<file path="src/rtl/nmi2apb_bridge.sv">
// Native memory request to APB4 master bridge for SLV_NUM slaves.
// Detects decode errors and pready timeouts, and keeps a small error log.
module nmi2apb_bridge #(
  parameter int unsigned              SLV_NUM    = 9,
  parameter int unsigned              ADDR_WIDTH = 32,
  parameter int unsigned              DATA_WIDTH = 32,
  parameter logic [ADDR_WIDTH-1:0]    BASE_ADDR  = 32'h1000_0000,
  parameter logic [ADDR_WIDTH-1:0]    BASE_MASK  = 32'hFFFF_0000,
  parameter int unsigned              DEC_LSB    = 12,
  parameter int unsigned              DEC_MSB    = 15,
  parameter int unsigned              TIMEOUT    = 255,
  parameter logic [DATA_WIDTH-1:0]    ERR_RDATA  = 32'hDEAD_BEEF
) (
  input  logic                           clk_i,
  input  logic                           rst_i,
  input  logic                           mem_valid_i,
  input  logic [ADDR_WIDTH-1:0]          mem_addr_i,
  input  logic [DATA_WIDTH-1:0]          mem_wdata_i,
  input  logic [DATA_WIDTH/8-1:0]        mem_wstrb_i,
  output logic [DATA_WIDTH-1:0]          mem_rdata_o,
  output logic                           mem_ready_o,
  output logic                           mem_err_o,
  output logic [ADDR_WIDTH-1:0]          apb_paddr_o,
  output logic [2:0]                     apb_pprot_o,
  output logic [SLV_NUM-1:0]             apb_psel_o,
  output logic                           apb_penable_o,
  output logic                           apb_pwrite_o,
  output logic [DATA_WIDTH-1:0]          apb_pwdata_o,
  output logic [DATA_WIDTH/8-1:0]        apb_pstrb_o,
  input  logic [SLV_NUM-1:0]             apb_pready_i,
  input  logic [SLV_NUM*DATA_WIDTH-1:0]  apb_prdata_i,
  input  logic [SLV_NUM-1:0]             apb_pslverr_i,
  output logic [15:0]                    err_cnt_o,
  output logic [ADDR_WIDTH-1:0]          err_addr_o
);

  localparam int unsigned STRB_W = DATA_WIDTH / 8;
  localparam int unsigned IDX_W  = DEC_MSB - DEC_LSB + 1;
  localparam int unsigned TCNT_W = (TIMEOUT > 0) ? $clog2(TIMEOUT + 1) : 1;
  localparam logic [TCNT_W-1:0] TCNT_LAST = TCNT_W'(TIMEOUT - 1);

  typedef enum logic [1:0] {IDLE, SETUP, ACCESS, RESP} state_e;

  state_e                  state_q, state_d;
  logic [ADDR_WIDTH-1:0]   addr_q, addr_d;
  logic [IDX_W-1:0]        idx_q, idx_d;
  logic [TCNT_W-1:0]       tcnt_q, tcnt_d;
  logic [SLV_NUM-1:0]      psel_q, psel_d;
  logic                    penable_q, penable_d;
  logic                    pwrite_q, pwrite_d;
  logic [ADDR_WIDTH-1:0]   paddr_q, paddr_d;
  logic [DATA_WIDTH-1:0]   pwdata_q, pwdata_d;
  logic [STRB_W-1:0]       pstrb_q, pstrb_d;
  logic                    mem_ready_q, mem_ready_d;
  logic                    mem_err_q, mem_err_d;
  logic [DATA_WIDTH-1:0]   mem_rdata_q, mem_rdata_d;
  logic [15:0]             err_cnt_q, err_cnt_d;
  logic [ADDR_WIDTH-1:0]   err_addr_q, err_addr_d;

  logic [IDX_W-1:0]        req_idx;
  logic                    dec_err;
  logic                    sel_pready;
  logic                    sel_pslverr;
  logic [DATA_WIDTH-1:0]   sel_prdata;
  logic                    err_now;
  logic [ADDR_WIDTH-1:0]   err_now_addr;

  // Only the latched slave's response lines are ever looked at.
  always_comb begin
    sel_pready  = 1'b0;
    sel_pslverr = 1'b0;
    sel_prdata  = '0;
    for (int i = 0; i < int'(SLV_NUM); i++) begin
      if (idx_q == IDX_W'(i)) begin
        sel_pready  = apb_pready_i[i];
        sel_pslverr = apb_pslverr_i[i];
        sel_prdata  = apb_prdata_i[i*DATA_WIDTH +: DATA_WIDTH];
      end
    end
  end

  assign req_idx = mem_addr_i[DEC_MSB:DEC_LSB];
  assign dec_err = ((mem_addr_i & BASE_MASK) != BASE_ADDR) ||
                   (32'(req_idx) >= SLV_NUM);

  always_comb begin
    state_d      = state_q;
    addr_d       = addr_q;
    idx_d        = idx_q;
    tcnt_d       = tcnt_q;
    psel_d       = psel_q;
    penable_d    = penable_q;
    pwrite_d     = pwrite_q;
    paddr_d      = paddr_q;
    pwdata_d     = pwdata_q;
    pstrb_d      = pstrb_q;
    mem_ready_d  = 1'b0;
    mem_err_d    = 1'b0;
    mem_rdata_d  = mem_rdata_q;
    err_cnt_d    = err_cnt_q;
    err_addr_d   = err_addr_q;
    err_now      = 1'b0;
    err_now_addr = addr_q;

    unique case (state_q)
      IDLE: begin
        if (mem_valid_i) begin
          addr_d = mem_addr_i;
          idx_d  = req_idx;
          if (dec_err) begin
            state_d      = RESP;
            mem_ready_d  = 1'b1;
            mem_err_d    = 1'b1;
            mem_rdata_d  = ERR_RDATA;
            err_now      = 1'b1;
            err_now_addr = mem_addr_i;
          end else begin
            // Outputs are registered, so SETUP's APB values are loaded here.
            state_d   = SETUP;
            psel_d    = SLV_NUM'(1) << req_idx;
            penable_d = 1'b0;
            paddr_d   = mem_addr_i;
            pwrite_d  = |mem_wstrb_i;
            pwdata_d  = mem_wdata_i;
            pstrb_d   = (|mem_wstrb_i) ? mem_wstrb_i : '0;
          end
        end
      end
      SETUP: begin
        state_d   = ACCESS;
        penable_d = 1'b1;
        tcnt_d    = '0;
      end
      ACCESS: begin
        if (sel_pready) begin
          state_d     = RESP;
          psel_d      = '0;
          penable_d   = 1'b0;
          mem_ready_d = 1'b1;
          mem_err_d   = sel_pslverr;
          err_now     = sel_pslverr;
          if (sel_pslverr)   mem_rdata_d = ERR_RDATA;
          else if (pwrite_q) mem_rdata_d = '0;
          else               mem_rdata_d = sel_prdata;
        end else if ((TIMEOUT != 0) && (tcnt_q == TCNT_LAST)) begin
          state_d     = RESP;
          psel_d      = '0;
          penable_d   = 1'b0;
          mem_ready_d = 1'b1;
          mem_err_d   = 1'b1;
          mem_rdata_d = ERR_RDATA;
          err_now     = 1'b1;
        end else begin
          tcnt_d = tcnt_q + TCNT_W'(1);
        end
      end
      RESP: begin
        state_d = IDLE;
      end
      default: state_d = IDLE;
    endcase

    if (err_now) begin
      if (err_cnt_q != 16'hFFFF) err_cnt_d = err_cnt_q + 16'd1;
      err_addr_d = err_now_addr;
    end
  end

  always_ff @(posedge clk_i) begin
    if (rst_i) begin
      state_q     <= IDLE;
      addr_q      <= '0;
      idx_q       <= '0;
      tcnt_q      <= '0;
      psel_q      <= '0;
      penable_q   <= 1'b0;
      pwrite_q    <= 1'b0;
      paddr_q     <= '0;
      pwdata_q    <= '0;
      pstrb_q     <= '0;
      mem_ready_q <= 1'b0;
      mem_err_q   <= 1'b0;
      mem_rdata_q <= '0;
      err_cnt_q   <= '0;
      err_addr_q  <= '0;
    end else begin
      state_q     <= state_d;
      addr_q      <= addr_d;
      idx_q       <= idx_d;
      tcnt_q      <= tcnt_d;
      psel_q      <= psel_d;
      penable_q   <= penable_d;
      pwrite_q    <= pwrite_d;
      paddr_q     <= paddr_d;
      pwdata_q    <= pwdata_d;
      pstrb_q     <= pstrb_d;
      mem_ready_q <= mem_ready_d;
      mem_err_q   <= mem_err_d;
      mem_rdata_q <= mem_rdata_d;
      err_cnt_q   <= err_cnt_d;
      err_addr_q  <= err_addr_d;
    end
  end

  assign mem_rdata_o   = mem_rdata_q;
  assign mem_ready_o   = mem_ready_q;
  assign mem_err_o     = mem_err_q;
  assign apb_paddr_o   = paddr_q;
  assign apb_pprot_o   = 3'b000;
  assign apb_psel_o    = psel_q;
  assign apb_penable_o = penable_q;
  assign apb_pwrite_o  = pwrite_q;
  assign apb_pwdata_o  = pwdata_q;
  assign apb_pstrb_o   = pstrb_q;
  assign err_cnt_o     = err_cnt_q;
  assign err_addr_o    = err_addr_q;

endmodule

</file>
<file path="config.mk">
export PLATFORM = sky130hd
export DESIGN_NAME = nmi2apb_bridge
export DESIGN_NICKNAME = d
export VERILOG_FILES = /design/src/rtl/nmi2apb_bridge.sv
export SDC_FILE = /design/constraint.sdc
export NUM_CORES = 1
export LEC_CHECK = 0
export BUFFER_PORTS_ARGS = -buffer_cell sky130_fd_sc_hd__buf_2
export CAP_MARGIN = 5
export CORE_AREA = 2 2 209 211
export DETAILED_ROUTE_END_ITERATION = 16
export DIE_AREA = 0 0 211 213
export SYNTH_ARGS = -nofsm -noshare
export SYNTH_HDL_FRONTEND = slang
export SYNTH_SLANG_ARGS = --single-unit
</file>
<file path="constraint.sdc">
create_clock -name clk_i -period 3.72 [get_ports clk_i]
set_input_delay 0.744 -clock clk_i [delete_from_list [all_inputs] [get_ports clk_i]]
set_output_delay 0.744 -clock clk_i [all_outputs]
set_load 0.03 [all_outputs]
</file>
==> run_results.csv <==
group,metric,value,unit
synth,synth_flop_cell,"dfxtp_1",
setup_path,critPathMaxStageDelay,0.88,ns
detailed_routing,first_iter_violations,866,
clock_network,cts_made_buffers,24,
clock_network,clk_pin_slew,0.06,ns
finish,postLayoutCellArea,0.01464,mm2
finish,layout-drive-gt1-share,0.3876,
clock_network,cts.htree.levels,1,
detailed_routing,via_count,11610,
hold_path,hp-class,"in -> reg",
finish,utilization,0.3429,
die,ios,541,
finish,fillers,4491,
synth,ys_ff_latch,203,
detailed_routing,route.detailed.drc,0,
synth,avgSynthCellArea,8.333,um2
die,num_rows,76,
timing,final.setup.tns,0,ns
setup_path,cp_slowest_cell,"nor2_4",
die,coreArea,0.04270,mm2
timing,worst_pin_slew,1.145,ns
synth,netlist_instances,1262,
timing,max_freq,314.2,MHz
synth,ys_seq_area_frac,0.3864,
timing,maxSlewHeadroom,0.2345,
global_route,grt-ovfl-total,0,
global_route,antenna_found_initial,14,
timing,hold_violations,0,
clock_network,clock-root-buffer,"clkbuf_16",
finish,synthToLayoutAreaGrowth,39.20,%
clock_network,cts.sinks,203,
clock_network,cts-resized-gates,0,
job,drv_cap,0,
place,gp_congestion,0.9771,
die,die_y,213,um
synth,netlist_area,0.01052,mm2
clock_network,postCtsSetupRepairBufs,0,
die,initial_core_util,0.2463,
setup_path,end_kind,"flip-flop",
timing,skew,0.03490,ns
finish,mostFrequentLayoutCell,"buf_2",
finish,nNetsFinal,2141,
detailed_routing,viasPerCell,4.984,
setup_path,cp_max_fo,51,
setup_path,cp.arrival,3.61,ns
timing,layout_min_cycle_time,3.183,ns
setup_path,critPathKind,"reg -> reg",
detailed_routing,ant_nets,0,
synth,synth-edff-count,0,
setup_path,critical_path_buf_inv_count,0,
place,placed_cells,2277,
clock_network,clock_path_buffers,3,
power_and_ir_drop,leakagePower,6.601,nW
detailed_routing,wl_per_cell,21.40,um
timing,rsz0062_at_grt,"no",
global_route,grt_usage,0.2125,
detailed_routing,dr.pass1.iters,5,
timing,setup_violations,0,
setup_path,required,4.15,ns
clock_network,worstSkewPairLatency,0.54,ns
timing,slew_viol_final,0,
die,dieArea,0.04494,mm2
synth,async_flop_share,0,
power_and_ir_drop,total_power,8.451,mW
clock_network,cts_tree,"yes",
detailed_routing,drt_wl_total,49.84,mm
timing,period_share,0.8556,
global_route,grt_pass1_vias,10900,
finish,seqCellArea,0.004073,mm2
synth,yosys.cell_types.count,70,
power_and_ir_drop,peakVddDrop,0.0003780,V
place,port_buffers,537,
setup_path,critPathLaunchType,"flip-flop",
setup_path,crit_chain,"nand2b_1, o32ai_4, o31ai_2, a2111oi_4, nor2_4, nor2_1, a311oi_2",
finish,stdcell_count,2329,
power_and_ir_drop,p_per_area,577.3,mW/mm2
setup_path,critPathTopFamily,"simple AND/OR/NAND/NOR gates",
outcome,outcome,"finished clean",
global_route,grt_start_max_net_pins,75,
clock_network,cts_hold_buf,0,
die,die_w,211,um
place,hpwlAfterDp,40.27,mm
synth,yosys_warnings,0,
finish,multi_input_area,0.005984,mm2
finish,layout_common_cells,"536 x buf_2, 239 x nand2_1, 200 x dfxtp_1",
place,dpl_cell_area,0.01376,mm2
global_route,grt_first_pass_wirelength,70.74,mm
==> cell families (layout without fill, tap and decap cells) <==
family,Yosys count,count (layout),synth area share
AND/OR/NAND/NOR,428,428,0.1816
AO/OA/AOI/OAI,364,364,0.2183
flip-flops,203,203,0.3864
multiplexers,133,133,0.1511
buffers and inverters,120,631,0.04890
adder cells (fa/ha/maj),7,7,0.008328
XOR/XNOR,6,6,0.004997
other,1,11,0.0003566
==> cell usage after synthesis, types with 5 or more instances <==
cell type / count / area (um2)
nand4_1: 5 / 31.28
nand3_1: 15 / 75.07
o21ai_0: 69 / 345.3
a211oi_1: 13 / 97.59
mux2i_1: 80 / 800.8
mux2_1: 6 / 67.56
inv_1: 12 / 45.04
a21o_1: 5 / 37.54
clkbuf_1: 77 / 289.0
nand2_1: 240 / 900.9
a311oi_2: 6 / 90.09
a221oi_1: 12 / 105.1
nor2b_1: 18 / 112.6
ha_1: 7 / 87.58
nand2b_1: 7 / 43.79
and3_1: 24 / 150.1
and2_1: 6 / 37.54
a22o_1: 15 / 131.4
a22oi_1: 7 / 52.55
mux4_2: 17 / 382.9
dfxtp_1: 203 / 4064
a31oi_1: 16 / 100.1
a21oi_1: 152 / 760.7
mux2_2: 30 / 337.8
o21ai_1: 7 / 35.03
or3_1: 10 / 62.56
nor3_1: 6 / 30.03
o211ai_1: 8 / 60.06
buf_4: 7 / 52.55
nor2_1: 75 / 281.5
buf_2: 18 / 90.09
o22ai_1: 20 / 125.1
==> final cells by class <==
type / instances / area share
clock buffers: 32 / 0.04795
well taps: 546 / 0.04667
diodes: 8 / 0.001368
repair buffers: 575 / 0.2032
multi-input cells: 941 / 0.4088
inverters: 12 / 0.003077
clock inverters: 12 / 0.01068
flip-flops and latches: 203 / 0.2782
==> flip-flops by register name, indices dropped and copies added, names as in the netlist <==
signal         count
addr_q            32
apb_paddr_o       32
apb_pwdata_o      32
err_addr_o        32
mem_rdata_o       32
err_cnt_o         16
apb_psel_o         9
tcnt_q             8
apb_pstrb_o        4
state_q            2
apb_penable_o      1
apb_pwrite_o       1
mem_err_o          1
mem_ready_o        1
==> worst reg2reg max path: cells and delay by family, from the launching register on <==
kind	cells	cell delay (ns)
flip-flops	1	0.64
AO/OA/AOI/OAI	4	1.00
AND/OR/NAND/NOR	3	1.43
==> metrics by stage <==
stage	hold slack, ns	worst slack, ns
2_1_floorplan	0.4332	1.072
3_3_place_gp	0.4374	0.5103
3_5_place_dp	0.4437	0.4196
4_1_cts	0.3990	0.4944
5_1_grt	0.4196	0.1910
6_report	0.4316	0.5371
==> routing by layer <==
metal,GRT usage,vias to the layer above,part of all wire
li1,-,5522,-
met1,0.2961,5557,0.45
met2,0.3218,436,0.43
met3,0.06369,78,0.092
met4,0.04760,14,0.020
met5,0,-,0.0016
==> power breakdown <==
| part | switching (mW) | leakage [nW] | internal [mW] | total [mW] |
|---|---|---|---|---|
| Sequential | 0.191 | 1.65 | 2.47 | 2.66 |
| Combinational | 2.17 | 4.53 | 1.11 | 3.27 |
| Clock | 0.978 | 0.420 | 1.54 | 2.52 |
| Total | 3.34 | 6.60 | 5.12 | 8.45 |
==> worst paths after layout <==
| kind | startpoint | endpoint | slack (ns) | cells after the start |
|---|---|---|---|---|
| worst min-delay path | mem_addr_i[25] | err_addr_o[25]$_SDFFE_PP0P_ | 0.43 | 3 |
| worst min register to register | addr_q[31]$_SDFFE_PP0P_ | addr_q[31]$_SDFFE_PP0P_ | 0.45 | 2 |
| worst max-delay path | addr_q[15]$_SDFFE_PP0P_ | mem_rdata_o[25]$_SDFFE_PP0P_ | 0.54 | 7 |
| worst max register to register | addr_q[15]$_SDFFE_PP0P_ | mem_rdata_o[25]$_SDFFE_PP0P_ | 0.54 | 7 |
(Power assumes the default switching activity.)
